[src/rtl/sif_bus_arbiter.sv]
// Round-robin arbiter/sequencer sharing one SIF target register port between
// the read/write xa requester and the write-only wa requester.
module sif_bus_arbiter #(
    parameter int AW     = 16,
    parameter int DW     = 16,
    parameter int RD_LAT = 1
) (
    input  logic          clk_i,
    input  logic          rst_i,
    input  logic [AW-1:0] xa_addr_i,
    input  logic [DW-1:0] xa_data_wr_i,
    input  logic          xa_rd_s_i,
    input  logic          xa_wr_s_i,
    output logic          xa_ack_o,
    output logic [DW-1:0] xa_data_rd_o,
    input  logic [AW-1:0] wa_addr_i,
    input  logic [DW-1:0] wa_data_wr_i,
    input  logic          wa_wr_s_i,
    output logic          wa_ack_o,
    output logic [AW-1:0] t_addr_o,
    output logic [DW-1:0] t_data_wr_o,
    output logic          t_wr_s_o,
    output logic          t_rd_s_o,
    input  logic [DW-1:0] t_data_rd_i,
    output logic          busy_o
);

    localparam logic [1:0] S_IDLE    = 2'd0;
    localparam logic [1:0] S_ISSUE   = 2'd1;
    localparam logic [1:0] S_RD_WAIT = 2'd2;
    localparam logic [2:0] LAT3      = 3'(RD_LAT);

    logic [1:0]    state_q, state_d;
    logic          last_wa_q, last_wa_d;
    logic          gnt_wa_q, gnt_wa_d;
    logic          op_rd_q, op_rd_d;
    logic [2:0]    cnt_q, cnt_d;
    logic [DW-1:0] rdata_q, rdata_d;
    logic [AW-1:0] addr_q, addr_d;
    logic [DW-1:0] wdata_q, wdata_d;
    logic          xa_req, wa_req, issue;

    assign xa_req = xa_rd_s_i | xa_wr_s_i;
    assign wa_req = wa_wr_s_i;
    assign issue  = (state_q == S_ISSUE);

    always_comb begin
        state_d   = state_q;
        last_wa_d = last_wa_q;
        gnt_wa_d  = gnt_wa_q;
        op_rd_d   = op_rd_q;
        cnt_d     = cnt_q;
        rdata_d   = rdata_q;
        addr_d    = addr_q;
        wdata_d   = wdata_q;
        case (state_q)
            S_IDLE: begin
                // On a tie the requester that did not win last time is served.
                if (xa_req && (!wa_req || last_wa_q)) begin
                    gnt_wa_d  = 1'b0;
                    last_wa_d = 1'b0;
                    op_rd_d   = xa_rd_s_i & ~xa_wr_s_i;
                    addr_d    = xa_addr_i;
                    wdata_d   = xa_data_wr_i;
                    state_d   = S_ISSUE;
                end else if (wa_req) begin
                    gnt_wa_d  = 1'b1;
                    last_wa_d = 1'b1;
                    op_rd_d   = 1'b0;
                    addr_d    = wa_addr_i;
                    wdata_d   = wa_data_wr_i;
                    state_d   = S_ISSUE;
                end
            end
            S_ISSUE: begin
                if (op_rd_q) begin
                    cnt_d   = LAT3;
                    state_d = S_RD_WAIT;
                end else begin
                    state_d = S_IDLE;
                end
            end
            S_RD_WAIT: begin
                // Count 1 marks the cycle the target data is valid; count 0 is the ack cycle.
                if (cnt_q == 3'd0) begin
                    state_d = S_IDLE;
                end else begin
                    cnt_d = cnt_q - 3'd1;
                    if (cnt_q == 3'd1) begin
                        rdata_d = t_data_rd_i;
                    end
                end
            end
            default: state_d = S_IDLE;
        endcase
    end

    always_ff @(posedge clk_i) begin
        if (rst_i) begin
            state_q   <= S_IDLE;
            last_wa_q <= 1'b1;
            gnt_wa_q  <= 1'b0;
            op_rd_q   <= 1'b0;
            cnt_q     <= 3'd0;
            rdata_q   <= '0;
        end else begin
            state_q   <= state_d;
            last_wa_q <= last_wa_d;
            gnt_wa_q  <= gnt_wa_d;
            op_rd_q   <= op_rd_d;
            cnt_q     <= cnt_d;
            rdata_q   <= rdata_d;
        end
    end

    // Address/data latches are only observed through the ISSUE-gated outputs.
    always_ff @(posedge clk_i) begin
        addr_q  <= addr_d;
        wdata_q <= wdata_d;
    end

    assign t_wr_s_o     = issue & ~op_rd_q;
    assign t_rd_s_o     = issue & op_rd_q;
    assign t_addr_o     = issue ? addr_q : '0;
    assign t_data_wr_o  = issue ? wdata_q : '0;
    assign xa_ack_o     = (issue & ~op_rd_q & ~gnt_wa_q) |
                          ((state_q == S_RD_WAIT) && (cnt_q == 3'd0));
    assign wa_ack_o     = issue & gnt_wa_q;
    assign xa_data_rd_o = rdata_q;
    assign busy_o       = (state_q != S_IDLE);

endmodule

[config.mk]
export PLATFORM = sky130hd
export DESIGN_NAME = sif_bus_arbiter
export DESIGN_NICKNAME = d
export VERILOG_FILES = /design/src/rtl/sif_bus_arbiter.sv
export SDC_FILE = /design/constraint.sdc
export NUM_CORES = 1
export LEC_CHECK = 0
export ABC_AREA = 1
export BUFFER_PORTS_ARGS = -buffer_cell sky130_fd_sc_hd__buf_2
export CAP_MARGIN = 10
export CORE_MARGIN = 2
export CORE_UTILIZATION = 35
export CTS_CLUSTER_DIAMETER = 80
export CTS_CLUSTER_SIZE = 40
export DETAILED_ROUTE_END_ITERATION = 8
export GPL_ROUTABILITY_DRIVEN = 0
export MAX_ROUTING_LAYER = met4
export PLACE_DENSITY = 0.68
export SYNTH_ARGS = -nofsm -noshare
export SYNTH_HDL_FRONTEND = slang
export SYNTH_SLANG_ARGS = --single-unit
[constraint.sdc]
create_clock -name clk_i -period 2.4 [get_ports clk_i]
set_clock_uncertainty 0.15 [all_clocks]
set_input_delay 0.48 -clock clk_i [delete_from_list [all_inputs] [get_ports clk_i]]
set_output_delay 0.48 -clock clk_i [all_outputs]
set_load 0.02 [all_outputs]
==> results.cfg <==
[clock_network]
htreeDepth = 2
cts_sinks = 56
cts_tree = built
clk_pin_slew_ps = 100
post_cts_buffers = 0
clockBufferDepth = 2
root_buffer = clkbuf_8
numCtsBuffers = 5
clock_latency_ps = 310

[finish]
fill_cells = 757
multi_input_area_um2 = 971
num_antenna_cells = 0
layout.area.seq_um2 = 1440
final_area_um2 = 3570
final_layout_size_suffix_gt1_frac = 0.322
fin_util = 0.487
nNetsFinal = 565
area_delta_synth_final_pct = 33.0

[pwr]
vdd_drop_max_uv = 308
p_int_mw = 1.61
p_clk_frac = 0.286
power.density_nw_per_um2 = 620
p_switching_mw = 0.606
seqPwrFrac = 0.516
switching_share = 0.274
pwr-share-comb = 0.198
p_leak_nw = 1.95

[timing]
finalHoldViolations = 0
max_freq_ghz = 0.440
period_share = 0.947
fin_crit_ps = 2270
worst_pin_slew_ps = 491
slew_headroom = 0.672
setup_violations = 0
drv_slew = 0

[synthesis]
synth-seq-cells = 56
synth_edf_count = 32
yosys_warnings = 0
synth_area_um2 = 2690
synth.most_common_cell = nand2_1
postSynth.asyncResetShare = 0
avgSynthCellArea_um2 = 7.81
synth_area_leaders = edfxtp_1, dfxtp_1, nand2_1, nor2_1, nand3_1
synth_commonest_cells = nand2_1, nor2_1, inv_1, nand3_1, edfxtp_1
synth_ff_type = edfxtp_1
syn-num-nets = 432
synth_area_leader_cell = edfxtp_1
postSynthCellCount = 344
synth_top_area_frac = 0.358
synth_cell_types = 20
ys_seq_area_frac = 0.537

[setup_path]
cp_cell_sequence = inv_1 -> nor2_2 -> inv_6 -> or2_1 -> o21ai_1 -> buf_2
cp.required_ps = 1770
cpMaxStageDelayCell = dfxtp_1
cp.arrival_ps = 1640
path_class = reg2out
critPathMaxFanout = 34
critical_path.max_stage_delay_ps = 420
start_kind = register
endpoint_kind = primary output

[global_route]
grt_max_degree = 35
antenna_found_initial = 0
gr-usage-met1 = 0.197
grt_pass1_wl_um = 11100
gr-usage-met3 = 0.0271
grt_pass1_vias = 2438
top_usage_layer = met2
track_usage = 0.168
gr-total-overflow = 0
met2_usage = 0.297

[route]
wl_per_cell_um = 11.8
num_vias = 2558
drtPass1Iterations = 4
drt-total-wl_um = 6790
antenna_left = 0
viasPerCell = 4.43
drt_iter0_markers = 84
drc = 0

[floorplan]
initial_utilization = 0.366
die_area_um2 = 8390
dieHeight_um = 91.6
die_w_um = 91.6
fp-row-count = 31
core_um2 = 7330
pin_count = 138

[placed_design]
dpl.hpwl_um = 4950
placed_area_um2 = 3440
io_buffers = 137

[status]
status = finished clean

[min_path]
hold_path.class = in2reg

[job]
maxCapViolCount = 0
==> state kept, by name, summed over array words and instances (netlist names) <==
name,flops
cnt_q,3
op_rd_q,1
state_q,2
gnt_wa_q,1
xa_data_rd_o,16
last_wa_q,1
addr_q,16
wdata_q,16
==> metal layers <==
metal	vias to the layer above	part of all wire	wire [um]
li1	1334	-	-
met1	1137	0.42	2820
met2	79	0.52	3530
met3	8	0.051	346
met4	0	0.014	98
met5	-	0	0
==> metrics by stage <==
stage                     power (mW)  hold slack (ps)  std cells  TNS (ps)  setup WS, ps
after detailed placement        1.61              300        569         0           364
after floorplan                 1.43              279        344         0           494
final                           2.21              249        577         0           128
after global placement          1.59              295        569         0           380
after global routing            2.35              260        577     -5.78         -5.78
after CTS                       2.24              241        577         0          14.5
==> cells in the final DEF (no fill, tap or decap) <==
| master | n |
|---|---|
| a21oi_1 | 4 |
| buf_2 | 137 |
| buf_4 | 4 |
| clkbuf_1 | 1 |
| clkbuf_16 | 2 |
| clkbuf_8 | 5 |
| dfxtp_1 | 24 |
| edfxtp_1 | 32 |
| ha_1 | 3 |
| inv_1 | 47 |
| inv_2 | 1 |
| inv_6 | 2 |
| nand2_1 | 79 |
| nand3_1 | 40 |
| nand3_4 | 1 |
| nand3b_1 | 1 |
| nor2_1 | 74 |
| nor2_2 | 1 |
| nor2_4 | 1 |
| o21ai_0 | 7 |
| o21ai_1 | 11 |
| or2_1 | 1 |
==> power by group through the flow <==
stage / logic, mW / registers, mW / clock network [mW]
6_report: 0.438 / 1.14 / 0.633
5_1_grt: 0.500 / 1.15 / 0.694
4_1_cts: 0.442 / 1.14 / 0.655
3_5_place_dp: 0.440 / 1.17 / 0
3_3_place_gp: 0.430 / 1.16 / 0
2_1_floorplan: 0.268 / 1.16 / 0
==> timing repair <==
action / 4_1_cts / 5_1_grt
hold buffers: 0 / 0
setup endpoints to repair: 0 / 2
resized for setup: 0 / 4
==> worst max-delay path, delay by kind of cell (launching register included) <==
| family | cells | cell delay (ps) |
|---|---|---|
| flops | 1 | 420 |
| simple gates | 2 | 410 |
| buf+inv | 3 | 390 |
| compound gates | 1 | 110 |
==> cells by family (layout without fill, tap and decap cells) <==
logic type / count (synthesis) / after routing / synth area share
and+or+nand+nor: 198 / 198 / 0.306
DFF: 56 / 56 / 0.537
AOI/OAI and AO/OA: 22 / 22 / 0.0410
adders and majority gates: 3 / 3 / 0.0140
buffers and inverters: 65 / 199 / 0.103
==> layout make-up <==
type / count / area share
tap: 99 / 0.0347
sequential: 56 / 0.404
inverter: 50 / 0.0553
timing repair buffer: 141 / 0.200
clock buffer: 8 / 0.0343
multi-input combinational: 223 / 0.272
==> worst paths after layout <==
check                        from               end  slack, ps  depth (start not counted)
setup / recovery       state_q[0]          xa_ack_o        130                          6
hold / removal    t_data_rd_i[14]  xa_data_rd_o[14]        250                          3
setup reg to reg       state_q[0]        wdata_q[3]        630                          4
hold reg to reg         last_wa_q         last_wa_q        320                          2
Power figures use the tool's default switching activity.
